==> config.mk <==
export PLATFORM = sky130hd
export DESIGN_NAME = fault_monitor_seq_flat
export DESIGN_NICKNAME = d
export VERILOG_FILES = /design/src/rtl/fault_monitor_seq_if.sv /design/src/rtl/fault_monitor_seq.sv /design/src/flat_wrapper.sv
export SDC_FILE = /design/constraint.sdc
export NUM_CORES = 1
export LEC_CHECK = 0
export ABC_AREA = 1
export CAP_MARGIN = 20
export CORE_ASPECT_RATIO = 0.6
export CORE_UTILIZATION = 55
export CTS_CLUSTER_SIZE = 28
export DETAILED_ROUTE_END_ITERATION = 6
export DONT_BUFFER_PORTS = 1
export PLACE_DENSITY = 0.81
export SYNTH_ARGS = -nofsm -noshare
export SYNTH_HDL_FRONTEND = slang
export SYNTH_SLANG_ARGS = --single-unit
==> constraint.sdc <==
create_clock -name clk -period 2.8 [get_ports clk]
set_input_delay 0.28 -clock clk [delete_from_list [all_inputs] [get_ports clk]]
set_output_delay 0.28 -clock clk [all_outputs]
set_load 0.02 [all_outputs]
==> src/rtl/fault_monitor_seq_if.sv <==
// Raw-sample handshake bundle feeding fault_monitor_seq (valid/ready plus the three sensor channels).
interface fault_monitor_seq_if;
  logic        sample_valid;
  logic        sample_ready;
  logic [15:0] current_in;
  logic [15:0] vibration_in;
  logic [15:0] temperature_in;

  modport master (
    output sample_valid,
    output current_in,
    output vibration_in,
    output temperature_in,
    input  sample_ready
  );

  modport slave (
    input  sample_valid,
    input  current_in,
    input  vibration_in,
    input  temperature_in,
    output sample_ready
  );
endinterface

==> src/rtl/fault_monitor_seq.sv <==
// Window-averaging sequencer and fault debouncer in front of the combinational fault classifier.
// Optional macro FAULT_MON_FAST_TRIP_EN: classifier code 3'b100 trips on the first window it appears.
module fault_monitor_seq #(
  parameter int unsigned WIN_LOG2 = 3,
  parameter int unsigned CONFIRM  = 3
) (
  input  logic                clk,
  input  logic                rst,
  fault_monitor_seq_if.slave  smp,
  output logic [15:0]         avg_current,
  output logic [15:0]         avg_vibration,
  output logic [15:0]         avg_temperature,
  input  logic [2:0]          class_fault,
  output logic [2:0]          last_class,
  output logic                eval_strobe,
  output logic                trip,
  output logic [2:0]          fault_code,
  input  logic                trip_ack
);

  localparam int unsigned DATA_W  = 16;
  localparam int unsigned SUM_W   = DATA_W + WIN_LOG2;
  localparam int unsigned CNT_W   = WIN_LOG2;
  localparam int unsigned MATCH_W = $clog2(CONFIRM + 1);

  localparam logic [CNT_W-1:0]   CNT_LAST  = {CNT_W{1'b1}};
  localparam logic [MATCH_W-1:0] MATCH_MAX = MATCH_W'(CONFIRM);

  localparam logic [1:0] ST_ACCUM   = 2'd0;
  localparam logic [1:0] ST_EVAL    = 2'd1;
  localparam logic [1:0] ST_TRIPPED = 2'd2;

  logic [1:0]         state_q, state_d;
  logic [SUM_W-1:0]   sum_cur_q, sum_cur_d;
  logic [SUM_W-1:0]   sum_vib_q, sum_vib_d;
  logic [SUM_W-1:0]   sum_tmp_q, sum_tmp_d;
  logic [CNT_W-1:0]   cnt_q, cnt_d;
  logic [MATCH_W-1:0] match_q, match_d;
  logic [2:0]         prev_q, prev_d;
  logic [DATA_W-1:0]  avg_cur_q, avg_cur_d;
  logic [DATA_W-1:0]  avg_vib_q, avg_vib_d;
  logic [DATA_W-1:0]  avg_tmp_q, avg_tmp_d;
  logic [2:0]         last_class_q, last_class_d;
  logic               eval_strobe_q, eval_strobe_d;
  logic               trip_q, trip_d;
  logic [2:0]         fault_code_q, fault_code_d;

  logic               accept;
  logic [SUM_W-1:0]   nsum_cur, nsum_vib, nsum_tmp;
  logic [MATCH_W-1:0] match_upd;
  logic               trip_now;

  // Ready is a pure state decode so no sample can slip in during EVAL or TRIPPED.
  assign smp.sample_ready = (state_q == ST_ACCUM);
  assign accept           = smp.sample_valid & smp.sample_ready;

  assign nsum_cur = sum_cur_q + SUM_W'(smp.current_in);
  assign nsum_vib = sum_vib_q + SUM_W'(smp.vibration_in);
  assign nsum_tmp = sum_tmp_q + SUM_W'(smp.temperature_in);

  // Next-state: accumulate, classify/debounce, wait for acknowledge.
  always_comb begin
    state_d       = state_q;
    sum_cur_d     = sum_cur_q;
    sum_vib_d     = sum_vib_q;
    sum_tmp_d     = sum_tmp_q;
    cnt_d         = cnt_q;
    match_d       = match_q;
    prev_d        = prev_q;
    avg_cur_d     = avg_cur_q;
    avg_vib_d     = avg_vib_q;
    avg_tmp_d     = avg_tmp_q;
    last_class_d  = last_class_q;
    eval_strobe_d = 1'b0;
    trip_d        = trip_q;
    fault_code_d  = fault_code_q;
    match_upd     = match_q;
    trip_now      = 1'b0;

    case (state_q)
      ST_ACCUM: begin
        if (accept) begin
          if (cnt_q == CNT_LAST) begin
            avg_cur_d = DATA_W'(nsum_cur >> WIN_LOG2);
            avg_vib_d = DATA_W'(nsum_vib >> WIN_LOG2);
            avg_tmp_d = DATA_W'(nsum_tmp >> WIN_LOG2);
            sum_cur_d = '0;
            sum_vib_d = '0;
            sum_tmp_d = '0;
            cnt_d     = '0;
            state_d   = ST_EVAL;
          end else begin
            sum_cur_d = nsum_cur;
            sum_vib_d = nsum_vib;
            sum_tmp_d = nsum_tmp;
            cnt_d     = cnt_q + CNT_W'(1);
          end
        end
      end

      ST_EVAL: begin
        last_class_d  = class_fault;
        eval_strobe_d = 1'b1;
        // A repeat of the previous non-zero code extends the run; anything else restarts it.
        if ((class_fault != 3'b000) && (class_fault == prev_q)) begin
          match_upd = (match_q == MATCH_MAX) ? match_q : match_q + MATCH_W'(1);
        end else begin
          match_upd = (class_fault != 3'b000) ? MATCH_W'(1) : '0;
        end
        match_d  = match_upd;
        prev_d   = class_fault;
        trip_now = (match_upd == MATCH_MAX);
`ifdef FAULT_MON_FAST_TRIP_EN
        if (class_fault == 3'b100) begin
          trip_now = 1'b1;
        end
`else
`endif
        if (trip_now) begin
          trip_d       = 1'b1;
          fault_code_d = class_fault;
          state_d      = ST_TRIPPED;
        end else begin
          state_d      = ST_ACCUM;
        end
      end

      ST_TRIPPED: begin
        if (trip_ack) begin
          trip_d       = 1'b0;
          fault_code_d = 3'b000;
          match_d      = '0;
          prev_d       = 3'b000;
          state_d      = ST_ACCUM;
        end
      end

      default: begin
        state_d = ST_ACCUM;
      end
    endcase
  end

  always_ff @(posedge clk) begin
    if (rst) begin
      state_q       <= ST_ACCUM;
      sum_cur_q     <= '0;
      sum_vib_q     <= '0;
      sum_tmp_q     <= '0;
      cnt_q         <= '0;
      match_q       <= '0;
      prev_q        <= 3'b000;
      avg_cur_q     <= '0;
      avg_vib_q     <= '0;
      avg_tmp_q     <= '0;
      last_class_q  <= 3'b000;
      eval_strobe_q <= 1'b0;
      trip_q        <= 1'b0;
      fault_code_q  <= 3'b000;
    end else begin
      state_q       <= state_d;
      sum_cur_q     <= sum_cur_d;
      sum_vib_q     <= sum_vib_d;
      sum_tmp_q     <= sum_tmp_d;
      cnt_q         <= cnt_d;
      match_q       <= match_d;
      prev_q        <= prev_d;
      avg_cur_q     <= avg_cur_d;
      avg_vib_q     <= avg_vib_d;
      avg_tmp_q     <= avg_tmp_d;
      last_class_q  <= last_class_d;
      eval_strobe_q <= eval_strobe_d;
      trip_q        <= trip_d;
      fault_code_q  <= fault_code_d;
    end
  end

  assign avg_current     = avg_cur_q;
  assign avg_vibration   = avg_vib_q;
  assign avg_temperature = avg_tmp_q;
  assign last_class      = last_class_q;
  assign eval_strobe     = eval_strobe_q;
  assign trip            = trip_q;
  assign fault_code      = fault_code_q;

endmodule

==> src/flat_wrapper.sv <==
// flat-port wrapper written by rule: the top's interface ports become plain ports
module fault_monitor_seq_flat 
#(
  parameter int unsigned WIN_LOG2 = 3,
  parameter int unsigned CONFIRM  = 3
)
  (clk, rst, avg_current, avg_vibration, avg_temperature, class_fault, last_class, eval_strobe, trip, fault_code, trip_ack, smp_sample_valid, smp_current_in, smp_vibration_in, smp_temperature_in, smp_sample_ready);
  fault_monitor_seq_if smp_i ();
  input  logic clk;
  input  logic rst;
  output logic [15:0] avg_current;
  output logic [15:0] avg_vibration;
  output logic [15:0] avg_temperature;
  input  logic [2:0] class_fault;
  output logic [2:0] last_class;
  output logic eval_strobe;
  output logic trip;
  output logic [2:0] fault_code;
  input  logic trip_ack;
  input wire logic [$bits(smp_i.sample_valid)-1:0] smp_sample_valid;
  input wire logic [$bits(smp_i.current_in)-1:0] smp_current_in;
  input wire logic [$bits(smp_i.vibration_in)-1:0] smp_vibration_in;
  input wire logic [$bits(smp_i.temperature_in)-1:0] smp_temperature_in;
  output wire logic [$bits(smp_i.sample_ready)-1:0] smp_sample_ready;
  assign smp_i.sample_valid = smp_sample_valid;
  assign smp_i.current_in = smp_current_in;
  assign smp_i.vibration_in = smp_vibration_in;
  assign smp_i.temperature_in = smp_temperature_in;
  assign smp_sample_ready = smp_i.sample_ready;
  fault_monitor_seq #(.WIN_LOG2(WIN_LOG2), .CONFIRM(CONFIRM)) u_core (.clk(clk), .rst(rst), .smp(smp_i), .avg_current(avg_current), .avg_vibration(avg_vibration), .avg_temperature(avg_temperature), .class_fault(class_fault), .last_class(last_class), .eval_strobe(eval_strobe), .trip(trip), .fault_code(fault_code), .trip_ack(trip_ack));
endmodule
==> impl_metrics.py, run 1 <==
metrics = {
    "placement": {
        "place_congestion": 0.942,
        "io_buffers": 0,
        "dp_hpwl_microns": 14800,
        "pre_cts_ws_ns": 0.751,
    },
    "setup_path": {
        "crit_arrival_ns": 2.40,
        "ff2ff_path_depth": 15,
        "critPathLaunch": "u_core.sum_tmp_q[0]",
        "crit_type": "reg -> reg",
        "crit_top_cell": "nand2_1",
        "cp-start-kind": "flop",
        "cp_cell_sequence": "ha_1, inv_1, fa_1, inv_1, nand3_1, nand3_1, nand2_1, nand2_1, nand2_1, nand2_1, nand2_1, nand2_1, nand2_1, nand2_1, inv_1",
        "slowest_stage": "fa_1",
        "worstSetupEndpoint": "u_core.avg_temperature[13]",
        "r2r_start": "u_core.sum_tmp_q[0]",
        "reg2reg_to": "u_core.avg_temperature[13]",
        "crit_fanout": 5,
        "rrSetupSlack_ns": 0.70,
        "worstSetupEndpointType": "flop",
        "max_stage_delay_ns": 0.35,
        "worstPathRequired_ns": 3.10,
    },
    "timing": {
        "layout_setup_ws_ns": 0.698,
        "tightest_slew_ns": 0.726,
        "min_period_ns": 2.10,
        "fin_skew_ns": 0.0106,
        "setup_violations": 0,
        "maxSlewViolCount": 0,
        "worst_hold_slack_ns": 0.00865,
        "fmax_mhz": 476,
        "finalCritPeriodShare_pct": 75.1,
        "fin_tns_setup_ns": 0,
        "slew_headroom_pct": 51.3,
        "hold_viol_final": 0,
        "rsz0062_at_grt": "false",
    },
    "route": {
        "viasPerCell": 5.36,
        "drc_errors": 0,
        "totalWireLength_microns": 20300,
        "wl_per_cell_microns": 14.8,
        "drt-initial-drc-count": 500,
        "vias": 7363,
        "antenna_left": 0,
        "first_pass_iters": 5,
    },
    "logic_synthesis": {
        "syn_area_sq_mm": 0.00772,
        "syn_inst": 1177,
        "ys_seq_area_share_pct": 31.9,
        "synthMuxAreaShare_pct": 0,
        "synth_xor_area_share_pct": 2.15,
        "synth-simple-area-share_pct": 31.4,
        "ys_types": 38,
        "synth_compound_area_share_pct": 15.2,
        "syn_nets": 1285,
        "synthAdderAreaFrac_pct": 8.88,
        "synth_top_family_by_area": "simple AND/OR/NAND/NOR gates",
        "synth_edf_count": 0,
        "ys.flop_type": "dfxtp_1",
        "ys_warn_count": 0,
        "synthArstFlopShare_pct": 0,
        "ys_ff_latch": 123,
        "syn_avg_cell_area_sq_um": 6.56,
    },
    "global_routing": {
        "grt_pass1_vias": 6764,
        "grt_antenna_before_repair": 0,
        "gr-total-overflow": 0,
        "grt_max_degree": 71,
        "track_usage_pct": 29.3,
        "grt_pass1_wl_microns": 33600,
    },
    "run": {
        "cap_violations": 0,
    },
    "die": {
        "die_h_microns": 93.8,
        "ios": 112,
        "start_util_pct": 56.5,
        "fp-row-count": 33,
        "core-area_sq_mm": 0.0137,
        "die_area_sq_mm": 0.0145,
        "die_x_microns": 155,
    },
    "clock_tree": {
        "clock_sinks": 123,
        "clk_pin_slew_ns": 0.06,
        "clock_latency_ns": 0.40,
        "clock-root-buffer": "clkbuf_16",
        "cts_inserted_buffers": 17,
        "post-cts-setup-buffer-count": 0,
        "clock_path_buffers": 2,
        "cts_tree": "yes",
        "cts-resized-gates": 0,
        "h-tree-depth": 4,
    },
    "finish": {
        "insertedDiodeCount": 0,
        "syn2layout_area_growth_pct": 9.60,
        "final_common_cell": "nand2_1",
        "layout_common_cells": "nand2_1, inv_1, dfxtp_1",
        "nets": 1278,
        "drive_gt1_share_pct": 5.67,
    },
    "power": {
        "vdd_ir_drop_max_mv": 0.404,
        "power.density_mw_per_mm2": 634,
        "leakage_nw": 4.42,
    },
    "outcome": {
        "status": "completed",
    },
    "hold_path": {
        "min-delay-path-class": "in -> reg",
    },
}
power by group:
part           switching, W  total [W]  leakage, nW  internal, W
Sequential        0.0000618    0.00191         1.00      0.00185
Clock              0.000812    0.00225        0.294      0.00144
Combinational      0.000799    0.00121         3.13     0.000416
worst max-delay path: cells and delay by family (launching register included):
family	cells	cell delay, ns
adders and majority gates	2	0.57
buffers and inverters	3	0.24
DFF	1	0.33
and+or+nand+nor	10	0.87
synth_stat cells (7+ instances only):
| cell type | instances | share of area (%) |
|---|---|---|
| nand2_1 | 395 | 19 |
| inv_1 | 161 | 7.8 |
| dfxtp_1 | 123 | 32 |
| a21oi_1 | 104 | 6.7 |
| nand3_1 | 76 | 4.9 |
| nor2_1 | 65 | 3.2 |
| ha_1 | 50 | 8.1 |
| o21ai_0 | 36 | 2.3 |
| o21a_1 | 24 | 2.3 |
| clkbuf_1 | 18 | 0.87 |
| o21bai_1 | 17 | 1.7 |
| xor2_1 | 14 | 1.6 |
| buf_4 | 9 | 0.87 |
| nand3_2 | 7 | 0.91 |
sequential cells by signal (all words and copies together) (netlist names):
| name | count |
|---|---|
| u_core.sum_tmp_q | 19 |
| u_core.prev_q | 3 |
| u_core.sum_vib_q | 19 |
| u_core.avg_temperature | 16 |
| u_core.avg_current | 16 |
| u_core.match_q | 2 |
| u_core.eval_strobe | 1 |
| u_core.fault_code | 3 |
| u_core.last_class | 3 |
| u_core.trip | 1 |
| u_core.sum_cur_q | 19 |
| u_core.avg_vibration | 16 |
| u_core.cnt_q | 3 |
| u_core.state_q | 2 |
routing by layer:
metal | vias up | routed length (microns) | share of wire [%] | global-route usage (%)
met3 | 16 | 2100 | 10 | 8.21
met1 | 3322 | 9740 | 48 | 41.4
met4 | 0 | 158 | 0.78 | 6.68
met5 | - | 0 | 0 | 0
met2 | 280 | 8300 | 41 | 43.8
li1 | 3745 | - | - | -
how the worst min path moves through the flow:
stage | startpoint | to | slack [ns] | cells past startpoint
2_1_floorplan | class_fault[0] | u_core.last_class[0] | 0.40 | 2
3_3_place_gp | rst | u_core.prev_q[1] | 0.35 | 1
3_5_place_dp | rst | u_core.sum_cur_q[7] | 0.36 | 1
4_1_cts | class_fault[0] | u_core.last_class[0] | 0.001 | 2
5_1_grt | class_fault[0] | u_core.last_class[0] | 0.005 | 2
6_report | class_fault[0] | u_core.last_class[0] | 0.009 | 2
cell type report:
cell class              instances  area, sq um
clock inverters                12          148
well taps                     192          240
flip-flops and latches        123         2460
repair buffers                  9         87.6
fillers                      1275         5200
clock buffers                  19          453
inverters                     164          618
multi-input cells             855         4460
through the flow:
step	power [W]	std cells	instance area [sq um]	utilization (%)
after global routing	0.00566	1374	8470	62.0
after floorplan	0.00286	1177	7720	-
after global placement	0.00308	1342	7840	57.4
after detailed placement	0.00310	1342	7840	57.4
final	0.00537	1374	8470	62.0
after CTS	0.00538	1374	8470	62.0
cells by family after synthesis:
family / Yosys count
simple gates: 581
flops: 123
xor+xnor: 19
buf+inv: 199
fa+ha+maj: 53
compound gates: 202
repair_timing:
action | in CTS | in global routing
endpoints found under the hold margin | 70 | 0
hold buffers | 1 | 0
endpoints found under the setup margin | 0 | 0
No activity file was read; power rests on OpenSTA's default activity.
==> run 2, diff against run 1 <==
--- a/config.mk
+++ b/config.mk
@@ -5,14 +5,14 @@
 export SDC_FILE = /design/constraint.sdc
 export NUM_CORES = 1
 export LEC_CHECK = 0
-export ABC_AREA = 1
+export ABC_AREA = 0
 export CAP_MARGIN = 20
 export CORE_ASPECT_RATIO = 0.6
 export CORE_UTILIZATION = 55
 export CTS_CLUSTER_SIZE = 28
 export DETAILED_ROUTE_END_ITERATION = 6
 export DONT_BUFFER_PORTS = 1
-export PLACE_DENSITY = 0.81
+export PLACE_DENSITY = 0.84
 export SYNTH_ARGS = -nofsm -noshare
 export SYNTH_HDL_FRONTEND = slang
 export SYNTH_SLANG_ARGS = --single-unit
==> constraint.sdc (replaced) <==
create_clock -name clk -period 1.8 [get_ports clk]
set_input_delay 0.18 -clock clk [delete_from_list [all_inputs] [get_ports clk]]
set_output_delay 0.18 -clock clk [all_outputs]
set_load 0.02 [all_outputs]
==> run 2 against run 1 <==
The run now ends with design-rule violations, negative setup slack left. Sequential power grew 62%. Hold slack improved by 0.0062 ns. Combinational power rose to 3.3 times the previous value. Clock skew grew 0.0057 ns. Setup slack got worse by 1.2 ns. Synthesized area fell by 6.1%. Flip-flop and latch count stayed put. Clock power rose by 60%. Count of clock-buffer cells in the layout rose by 3. Sequential share of layout area fell by 6.3 points. Highest routed layer unchanged.
==> impl_metrics.py, run 2 <==
metrics = {
    "route": {
        "antenna_left": 0,
        "wl_per_cell_microns": 26.4,
        "drc_errors": 27,
        "vias": 8899,
        "drt-initial-drc-count": 1442,
        "viasPerCell": 7.25,
        "first_pass_iters": 7,
        "totalWireLength_microns": 32400,
    },
    "finish": {
        "nets": 1153,
        "final_core_util_pct": 85.1,
        "top_regs": "u_core.sum_cur_q (19), u_core.sum_tmp_q (19), u_core.sum_vib_q (19)",
        "layout_common_cells": "buf_4, dfxtp_1, nand2_1",
        "final_common_cell": "buf_4",
        "drive_gt1_share_pct": 40.7,
        "fin_area_sq_mm": 0.0109,
        "syn2layout_area_growth_pct": 50.8,
        "fin_cells": 1228,
    },
    "timing": {
        "slew_headroom_pct": 54.1,
        "layout_setup_ws_ns": -0.536,
        "fin_tns_setup_ns": -20.16,
        "fmax_mhz": 428,
        "setup_violations": 76,
        "hold_viol_final": 0,
        "maxSlewViolCount": 0,
        "fin_skew_ns": 0.0162,
        "worst_hold_slack_ns": 0.0149,
        "rsz0062_at_grt": "true",
        "tightest_slew_ns": 0.688,
        "min_period_ns": 2.34,
        "finalCritPeriodShare_pct": 130,
    },
    "clock_tree": {
        "clock_path_buffers": 2,
        "h-tree-depth": 4,
        "clock_latency_ns": 0.43,
        "clk_pin_slew_ns": 0.06,
        "clock_sinks": 123,
        "cts_tree": "yes",
        "clock-root-buffer": "clkbuf_16",
        "cts_inserted_buffers": 17,
    },
    "outcome": {
        "violations": "design-rule violations, negative setup slack",
        "status": "finished, violations left",
    },
    "logic_synthesis": {
        "synthArstFlopShare_pct": 0,
        "synth_area_leaders": "dfxtp_1, ha_1, a21oi_1",
        "synthMuxAreaShare_pct": 0.552,
        "ys_warn_count": 0,
        "ys_top_cells_by_count": "dfxtp_1, nand2_1, a21oi_1, nor2_1, o21ai_0",
        "syn_area_sq_mm": 0.00726,
        "syn_nets": 1000,
        "netlist.area_leader.share_pct": 33.9,
        "synthAdderAreaFrac_pct": 9.45,
        "syn_avg_cell_area_sq_um": 8.14,
        "ys_ff_latch": 123,
        "synth_area_leader_cell": "dfxtp_1",
        "syn_inst": 892,
        "ys_types": 76,
        "ys_seq_area_share_pct": 33.9,
        "synth.most_common_cell": "dfxtp_1",
        "synth_xor_area_share_pct": 3.98,
        "ys.flop_type": "dfxtp_1",
        "synth-simple-area-share_pct": 20.8,
        "synth_edf_count": 0,
        "synth_compound_area_share_pct": 27.2,
        "synth_top_family_by_area": "compound AO/OA/AOI/OAI gates",
    },
    "placement": {
        "io_buffers": 0,
        "place_congestion": 0.952,
        "dp_cells": 1159,
        "dp_hpwl_microns": 15600,
        "post_dp_cell_area_sq_mm": 0.00865,
    },
    "setup_path": {
        "cp-start-kind": "flop",
        "crit_type": "reg -> reg",
        "crit_arrival_ns": 2.64,
        "crit_fanout": 3,
        "slowest_stage": "dfxtp_4",
        "max_stage_delay_ns": 0.37,
        "critPathBufInv": 1,
        "worstSetupEndpointType": "flop",
        "cp_cell_sequence": "ha_4, inv_2, fa_2, nor2b_4, o31ai_4, a21o_1, a211o_1, o2111a_1, a221o_1",
        "worstPathRequired_ns": 2.10,
        "cp_top_family": "compound AO/OA/AOI/OAI gates",
    },
    "die": {
        "fp-row-count": 32,
        "die_area_sq_mm": 0.0137,
        "core-area_sq_mm": 0.0129,
        "start_util_pct": 56.5,
        "die_x_microns": 150,
        "ios": 112,
        "die_h_microns": 91.0,
    },
    "global_routing": {
        "grt_pass1_vias": 8000,
        "gr-total-overflow": 0,
        "grt_antenna_before_repair": 1,
        "track_usage_pct": 39.4,
        "grt_max_degree": 76,
        "grt_pass1_wl_microns": 42300,
    },
    "hold_path": {
        "min-delay-path-class": "in -> reg",
    },
    "power": {
        "vdd_ir_drop_max_mv": 0.670,
        "power.density_mw_per_mm2": 980,
        "leakage_nw": 4.22,
    },
    "run": {
        "cap_violations": 0,
    },
}
run 2: changes by cell type after synthesis, moves of 19 or more:
cell     previous run  this run
nand2_1           395       107
o21ai_0            36        55
nand3_1            76        38
inv_1             161        21
xnor2_1             5        26
nor3_1              4        26
run 2: what timing repair did:
action / in CTS / in global routing
endpoints found under the setup margin: 76 / 90
gates resized for setup: 140 / 135
hold endpoints to repair: 74 / 0
buffers inserted: 14 / 24
cloned: 0 / 0
hold buffers: 6 / 0
pin swaps: 80 / 82
run 2: worst register-to-register path, cell delays in order (launching register included):
cell and delay (ns):
dfxtp_4 0.37, ha_4 0.15, inv_2 0.05, fa_2 0.37
nor2b_4 0.16, o31ai_4 0.07, a21o_1 0.26, a211o_1 0.32
o2111a_1 0.18, a221o_1 0.29
run 2: path summary, 6_finish.rpt:
| kind | startpoint | endpoint | slack, ns | cells after the start |
|---|---|---|---|---|
| worst min-delay path | rst | u_core.sum_cur_q[16] | 0.01 | 3 |
| worst min register to register | u_core.sum_vib_q[13] | u_core.sum_vib_q[13] | 0.46 | 2 |
| worst max register to register | u_core.sum_tmp_q[0] | u_core.sum_tmp_q[18] | -0.54 | 9 |
| worst max-delay path | u_core.sum_tmp_q[0] | u_core.sum_tmp_q[18] | -0.54 | 9 |
run 2: logic make-up after synthesis:
kind of cell | count (synthesis)
AO/OA/AOI/OAI | 298
buffers and inverters | 66
adder cells (fa/ha/maj) | 53
multiplexers | 4
XOR/XNOR | 33
AND/OR/NAND/NOR | 315
flip-flops | 123
run 2: through the flow:
stage               setup WS [ns]  total power (W)
global route               -0.563           0.0110
global placement           -0.351          0.00559
finish                     -0.536           0.0107
detailed placement         -0.423          0.00567
floorplan                  -0.279          0.00477
CTS                        -0.367          0.00973
run 2: layer usage:
metal	vias up	GRT usage, %	wire length (microns)
li1	3604	-	-
met4	0	17.8	2520
met3	302	11.7	4380
met5	-	0	0
met1	4128	49.7	11400
met2	865	61.6	14100
run 2: area by class of cell:
class	count	area (sq um)
antenna	2	5.00
sequential	123	2490
multi-input combinational	703	6060
inverter	21	78.8
clock inverter	8	118
fill	562	1910
timing repair buffer	179	1500
tap	170	213
clock buffer	22	474
run 2: report_power, final:
group	switching [W]	internal, W
clock	0.00132	0.00226
combinational	0.00215	0.00189
sequential	0.000197	0.00290
total	0.00367	0.00705
